### config.mk
export PLATFORM = sky130hd
export DESIGN_NAME = serial_subtractor
export DESIGN_NICKNAME = d
export VERILOG_FILES = /design/src/rtl/serial_subtractor.sv
export SDC_FILE = /design/constraint.sdc
export NUM_CORES = 1
export LEC_CHECK = 0
export CAP_MARGIN = 15
export CORE_ASPECT_RATIO = 1.2
export CORE_MARGIN = 2
export CORE_UTILIZATION = 35
export DETAILED_ROUTE_END_ITERATION = 8
export PLACE_DENSITY = 0.56
export SETUP_SLACK_MARGIN = 0.5
export SYNTH_ARGS = -nofsm -noshare
export SYNTH_HDL_FRONTEND = slang
export SYNTH_SLANG_ARGS = --single-unit
### constraint.sdc
create_clock -name clk -period 1.83 [get_ports clk]
set_input_delay 0.183 -clock clk [delete_from_list [all_inputs] [get_ports clk]]
set_output_delay 0.183 -clock clk [all_outputs]
set_load 0.01 [all_outputs]
### src/rtl/serial_subtractor.sv
// serial_subtractor: bit-serial a - b - bin, one bit per clock, LSB first
// Ports: clk/rst_n (async active-low); start/a/b/bin load operands when idle or done;
// busy high while bits are processed; done pulses one cycle with diff/borrow/ovf valid,
// which then hold until the next result or reset.
module serial_subtractor #(
  parameter int WIDTH = 8
) (
  input  logic             clk,
  input  logic             rst_n,
  input  logic             start,
  input  logic [WIDTH-1:0] a,
  input  logic [WIDTH-1:0] b,
  input  logic             bin,
  output logic             busy,
  output logic             done,
  output logic [WIDTH-1:0] diff,
  output logic             borrow,
  output logic             ovf
);
  typedef enum logic [1:0] {IDLE, RUN, DONE} state_t;
  state_t state, state_nxt;
  logic [WIDTH-1:0] sa, sb, work;
  logic [5:0] cnt;
  logic br, ai, bi, d, br_nxt, last, load;
  always_comb begin
    ai = sa[0];
    bi = sb[0];
    d = ai ^ bi ^ br;
    br_nxt = (~ai & bi) | (~(ai ^ bi) & br);
    last = cnt == 6'(WIDTH - 1);
    load = start && state != RUN;
    state_nxt = load ? RUN : state == RUN ? (last ? DONE : RUN) : IDLE;
  end
  assign busy = state == RUN;
  assign done = state == DONE;
  // Results accumulate in work so diff only changes on entry to DONE; on the last bit
  // ai/bi are the operand sign bits, which is all ovf needs.
  always_ff @(posedge clk or negedge rst_n) begin
    if (!rst_n) begin
      state <= IDLE;
      sa <= '0;
      sb <= '0;
      work <= '0;
      br <= 1'b0;
      cnt <= '0;
      diff <= '0;
      borrow <= 1'b0;
      ovf <= 1'b0;
    end else begin
      state <= state_nxt;
      if (load) begin
        sa <= a;
        sb <= b;
        br <= bin;
        cnt <= '0;
      end else if (state == RUN) begin
        sa <= sa >> 1;
        sb <= sb >> 1;
        br <= br_nxt;
        cnt <= cnt + 6'd1;
        work <= (work >> 1) | (WIDTH'(d) << (WIDTH - 1));
        if (last) begin
          diff <= (work >> 1) | (WIDTH'(d) << (WIDTH - 1));
          borrow <= br_nxt;
          ovf <= (ai ^ bi) & (d ^ ai);
        end
      end
    end
  end
endmodule
; ---- After elaboration in Yosys (flattened, before gate mapping)
; Cells that the tools add are included.
[word_totals]
out_inout_bits = 12
elab_cells = 40
inputBits = 20
register_bits = 43
[classes]
mux = 11
add_sub_neg = 1
reduce_logical = 4
bitwise_logic = 11
eq_ne = 4
[op_table]
columns = operator, count
row1 = $mux 8, 4
row2 = $mux 6, 2
row3 = $or 7x8->8, 1
row4 = $add 6x1->6 const B, 1
row5 = $eq 6x3->1 const B, 1
row6 = $mux 2, 3
row7 = $and 1x1->1, 3
row8 = $not 1->1, 3
row9 = $reduce_and 3->1, 1
row10 = $xor 1x1->1, 3
row11 = $eq 2x1->1 const B, 1
row12 = $eq 2x2->1 const B, 1
row13 = $mux 1, 2
row14 = $ne 2x1->1 const B, 1
row15 = $reduce_and 2->1, 1
row16 = $reduce_bool 2->1, 1
row17 = $logic_and 1x1->1, 1
row18 = $or 1x1->1, 1

; ---- Longest topological paths before layout
[depth]
depth_word = 6
depth_mapped = 6
mapped_depth_nobuf = 5

; ---- Worst setup path before layout
; No wires, ideal clock.
[synth_path]
kind = register to register
from = register sa[0]
to = register ovf
t_arrival_ns = 1.427
path_buffers = 0
setup_ns = 0.125
synth_period_minus_slack_ns = 1.552
stages_incl_launch_ff = 6
slack_ns = 0.278
t_required_ns = 1.705
path_cell_list = dfrtp_1 -> inv_1 -> fa_1 -> xor2_1 -> nor2_1 -> mux2_2
[synth_between]
elab_chain_cells = 4
[synth_lines]
columns = item, line_no
row1 = "start, declared", 22  ; logic [WIDTH-1:0] sa, sb, work;
row2 = "start signal, assigned", 57  ; sa <= sa >> 1;
row3 = $xor 1x1->1, "28, 65"
row4 = $xor 1x1->1, 28  ; d = ai ^ bi ^ br;
row5 = $xor 1x1->1, 65  ; ovf <= (ai ^ bi) & (d ^ ai);
row6 = $and 1x1->1 (*), 65
row7 = "end signal, assigned", 65
row8 = "end, declared", 18  ; output logic ovf
; Mark *: on every way between the ends. The rest lies on a longest branch, timed or not.
; A chain may end at the register's enable or synchronous reset.

; ---- Worst setup path in the final report
[layout_path]
from = register br
to = register ovf
[layout_between]
elab_chain_cells = 3
[layout_lines]
columns = item, line_no
row1 = "start, declared", 24  ; logic br, ai, bi, d, br_nxt, last, load;
row2 = "start signal, assigned", 54  ; br <= bin;
row3 = "start signal, assigned", 59  ; br <= br_nxt;
row4 = $xor 1x1->1, 28
row5 = $xor 1x1->1, 65
row6 = $and 1x1->1, 65
; Every way passes these cells.

==> results.sh <==
export IMPL_drv_slew=0
export IMPL_gp_congestion=0.678
export IMPL_synth_most_common_cell="dfrtp_1"
export IMPL_crit_type="flop to flop"
export IMPL_drt_pass1_iterations=4
export IMPL_synth_seq_cells=42
export IMPL_worstPathRequired_ns=2.02
export IMPL_synth_top_area_cell="dfrtp_1"
export IMPL_gr_total_overflow=0
export IMPL_postRouteWirelength_um=3620
export IMPL_status="finished, final reports clean"
export IMPL_rsz0062_at_grt="yes"
export IMPL_antennaDiodeCount=0
export IMPL_syn_avg_cell_area_um2=11.4
export IMPL_clock_fmax_mhz=646
export IMPL_hpwl_um=2420
export IMPL_drtIter0Drc=56
export IMPL_cp_startpoint="br"
export IMPL_yosys_warnings=0
export IMPL_cts_buffers=5
export IMPL_synthDistinctLibCells=25
export IMPL_drive_above_1_share=0.215
export IMPL_placed_cell_area_mm2=0.00226
export IMPL_nFillCells=503
export IMPL_crit_buf_inv=0
export IMPL_min_period_ns=1.55
export IMPL_hold_viol_final=0
export IMPL_grt_pass1_wl_um=5960
export IMPL_viasPerCell=4.82
export IMPL_port_buffers=31
export IMPL_netlist_instances=163
export IMPL_start_util=0.357
export IMPL_critPathSlowestCell="fa_1"
export IMPL_hold_path_class="primary input to asynchronous set/reset pin"
export IMPL_clk_latency_ns=0.30
export IMPL_endpoint_kind="flop"
export IMPL_final_cell_area_mm2=0.00252
export IMPL_cpPeakStageDelay_ns=0.59
export IMPL_die_x_um=70.6
export IMPL_syn_cell_area_mm2=0.00187
export IMPL_core_area_mm2=0.00523
export IMPL_arrival_ns=1.74
export IMPL_synth_commonest_cells="dfrtp_1, nand2_1, mux2i_1, o21ai_0, mux2_4"
export IMPL_path_max_fanout=2
export IMPL_setup_viol=0
export IMPL_irDropWorstVdd_mv=0.522
export IMPL_floorplan_rows=29
export IMPL_grt_pass1_vias=1268
export IMPL_cts_sinks=42
export IMPL_drtAntennaViolNets=0
export IMPL_cts_max_level=2
export IMPL_r2r_end="ovf"
export IMPL_synth_edff_count=0
export IMPL_power_density_mw_per_mm2=1660
export IMPL_area_growth_pct=35.0
export IMPL_worst_slack_ns=0.283
export IMPL_grt_use_total=0.127
export IMPL_slew_headroom=0.683
export IMPL_die_height_um=84.0
export IMPL_clockBufferDepth=2
export IMPL_synth_ff_type="dfrtp_1"
export IMPL_cts_root_buf="clkbuf_8"
export IMPL_r2r_setup_slack_ns=0.28
export IMPL_synth_top_area_share=0.563
export IMPL_drc_errors=0
export IMPL_pre_cts_ws_ns=0.265
export IMPL_worstPathCellList="fa_1, xor2_1, nor2_1, mux2_2"
export IMPL_cap_violations=0
export IMPL_dr_total_vias=1306
export IMPL_clk_pin_slew_worst_paths_ns=0.09
export IMPL_leakage_nw=1.26
export IMPL_wire_per_inst_um=13.4
export IMPL_r2r_start="br"
export IMPL_worstRegToRegCells=4
export IMPL_dieArea_mm2=0.00593
export IMPL_antenna_found_initial=0
export IMPL_grt_max_degree=33
export IMPL_critical_path_top_delay_family="adder cells"
export IMPL_worst_slew_pin_slew_ns=0.475
export IMPL_nets=231
export IMPL_setup_tns_final_ns=0
export IMPL_synth_area_leaders="dfrtp_1, mux2i_1, nand2_1, mux2_4, o21ai_0"
export IMPL_start_kind="flop"
export IMPL_ys_async_sr_fraction=1.00
export IMPL_synthesis_nets=186
export IMPL_seq_area_frac_synth=0.563
export IMPL_cts_tree="done"
export IMPL_skew_ns=0.0107
export IMPL_fin_crit_sh=0.845
export IMPL_ioPinCount=32
routing by layer:
metal	wire, um	part of all wire	track usage	vias up
met5	0	0	0	-
met3	187	0.052	0.0386	5
met2	1720	0.47	0.199	31
met1	1680	0.46	0.170	632
li1	-	-	-	638
met4	38	0.010	0.0360	0
repair_timing:
action | in CTS | in global routing
pin swaps | 2 | 3
hold buffers | 1 | 0
hold endpoints to repair | 20 | 0
buffers inserted | 5 | 4
setup endpoints to repair | 22 | 16
resized for setup | 15 | 15
registers in the layout (all words and copies together) (netlist names):
signal / flops
sa: 8
state: 2
sb: 8
work: 7
borrow: 1
ovf: 1
br: 1
cnt: 6
diff: 8
cell type report:
| type | count | area, um^2 | share of cell area |
|---|---|---|---|
| flip-flops and latches | 42 | 1050 | 0.419 |
| multi-input cells | 107 | 764 | 0.304 |
| repair buffers | 47 | 463 | 0.184 |
| well taps | 62 | 77.6 | 0.0308 |
| clock buffers | 5 | 68.8 | 0.0273 |
| clock inverters | 3 | 68.8 | 0.0273 |
| inverters | 5 | 21.3 | 0.00845 |
cells by family after synthesis:
group | share of synthesized area
compound gates | 0.0657
buf+inv | 0.0369
xor+xnor | 0.00470
fa+ha+maj | 0.0241
simple gates | 0.118
mux | 0.187
flops | 0.563
power breakdown:
group	switching (mW)	internal, mW
logic	0.800	0.892
clock network	0.326	0.546
registers	0.286	1.34
metrics by stage:
| step | util | power [mW] | hold slack (ns) | std cells |
|---|---|---|---|---|
| 3_3_place_gp | 0.432 | 3.02 | 0.162 | 253 |
| 5_1_grt | 0.482 | 4.50 | 0.407 | 271 |
| 2_1_floorplan | - | 2.56 | -0.113 | 163 |
| 6_report | 0.482 | 4.19 | 0.370 | 271 |
| 3_5_place_dp | 0.432 | 3.09 | 0.170 | 253 |
| 4_1_cts | 0.466 | 4.01 | 0.380 | 267 |
worst max-delay path by stage:
stage,to,slack (ns),cells after the start
detailed placement,cnt[3],0.26,4
global placement,ovf,0.31,4
floorplan,ovf,0.33,4
global route,ovf,0.21,4
CTS,ovf,0.30,5
finish,ovf,0.28,4
worst reg2reg max path: stages (launching register included):
cell	delay [ns]
dfrtp_1	0.41
fa_1	0.59
xor2_1	0.14
nor2_1	0.06
mux2_2	0.25
cell usage in the layout (no fill, tap or decap), types with 2 or more instances in the layout:
| cell | Yosys | layout |
|---|---|---|
| dfrtp_1 | 42 | 39 |
| dfrtp_2 | 0 | 3 |
| o21ai_0 | 21 | 20 |
| a21oi_1 | 2 | 2 |
| buf_4 | 1 | 11 |
| bufinv_16 | 0 | 2 |
| dlygate4sd2_1 | 0 | 10 |
| clkdlybuf4s50_1 | 0 | 17 |
| mux2i_1 | 21 | 21 |
| buf_12 | 0 | 4 |
| inv_1 | 4 | 3 |
| mux2_4 | 7 | 7 |
| nand2_1 | 36 | 36 |
| clkbuf_8 | 0 | 5 |
| nor2_1 | 3 | 3 |
| nand4_1 | 3 | 3 |
| mux2_2 | 3 | 3 |
(Power assumes the default switching activity.)
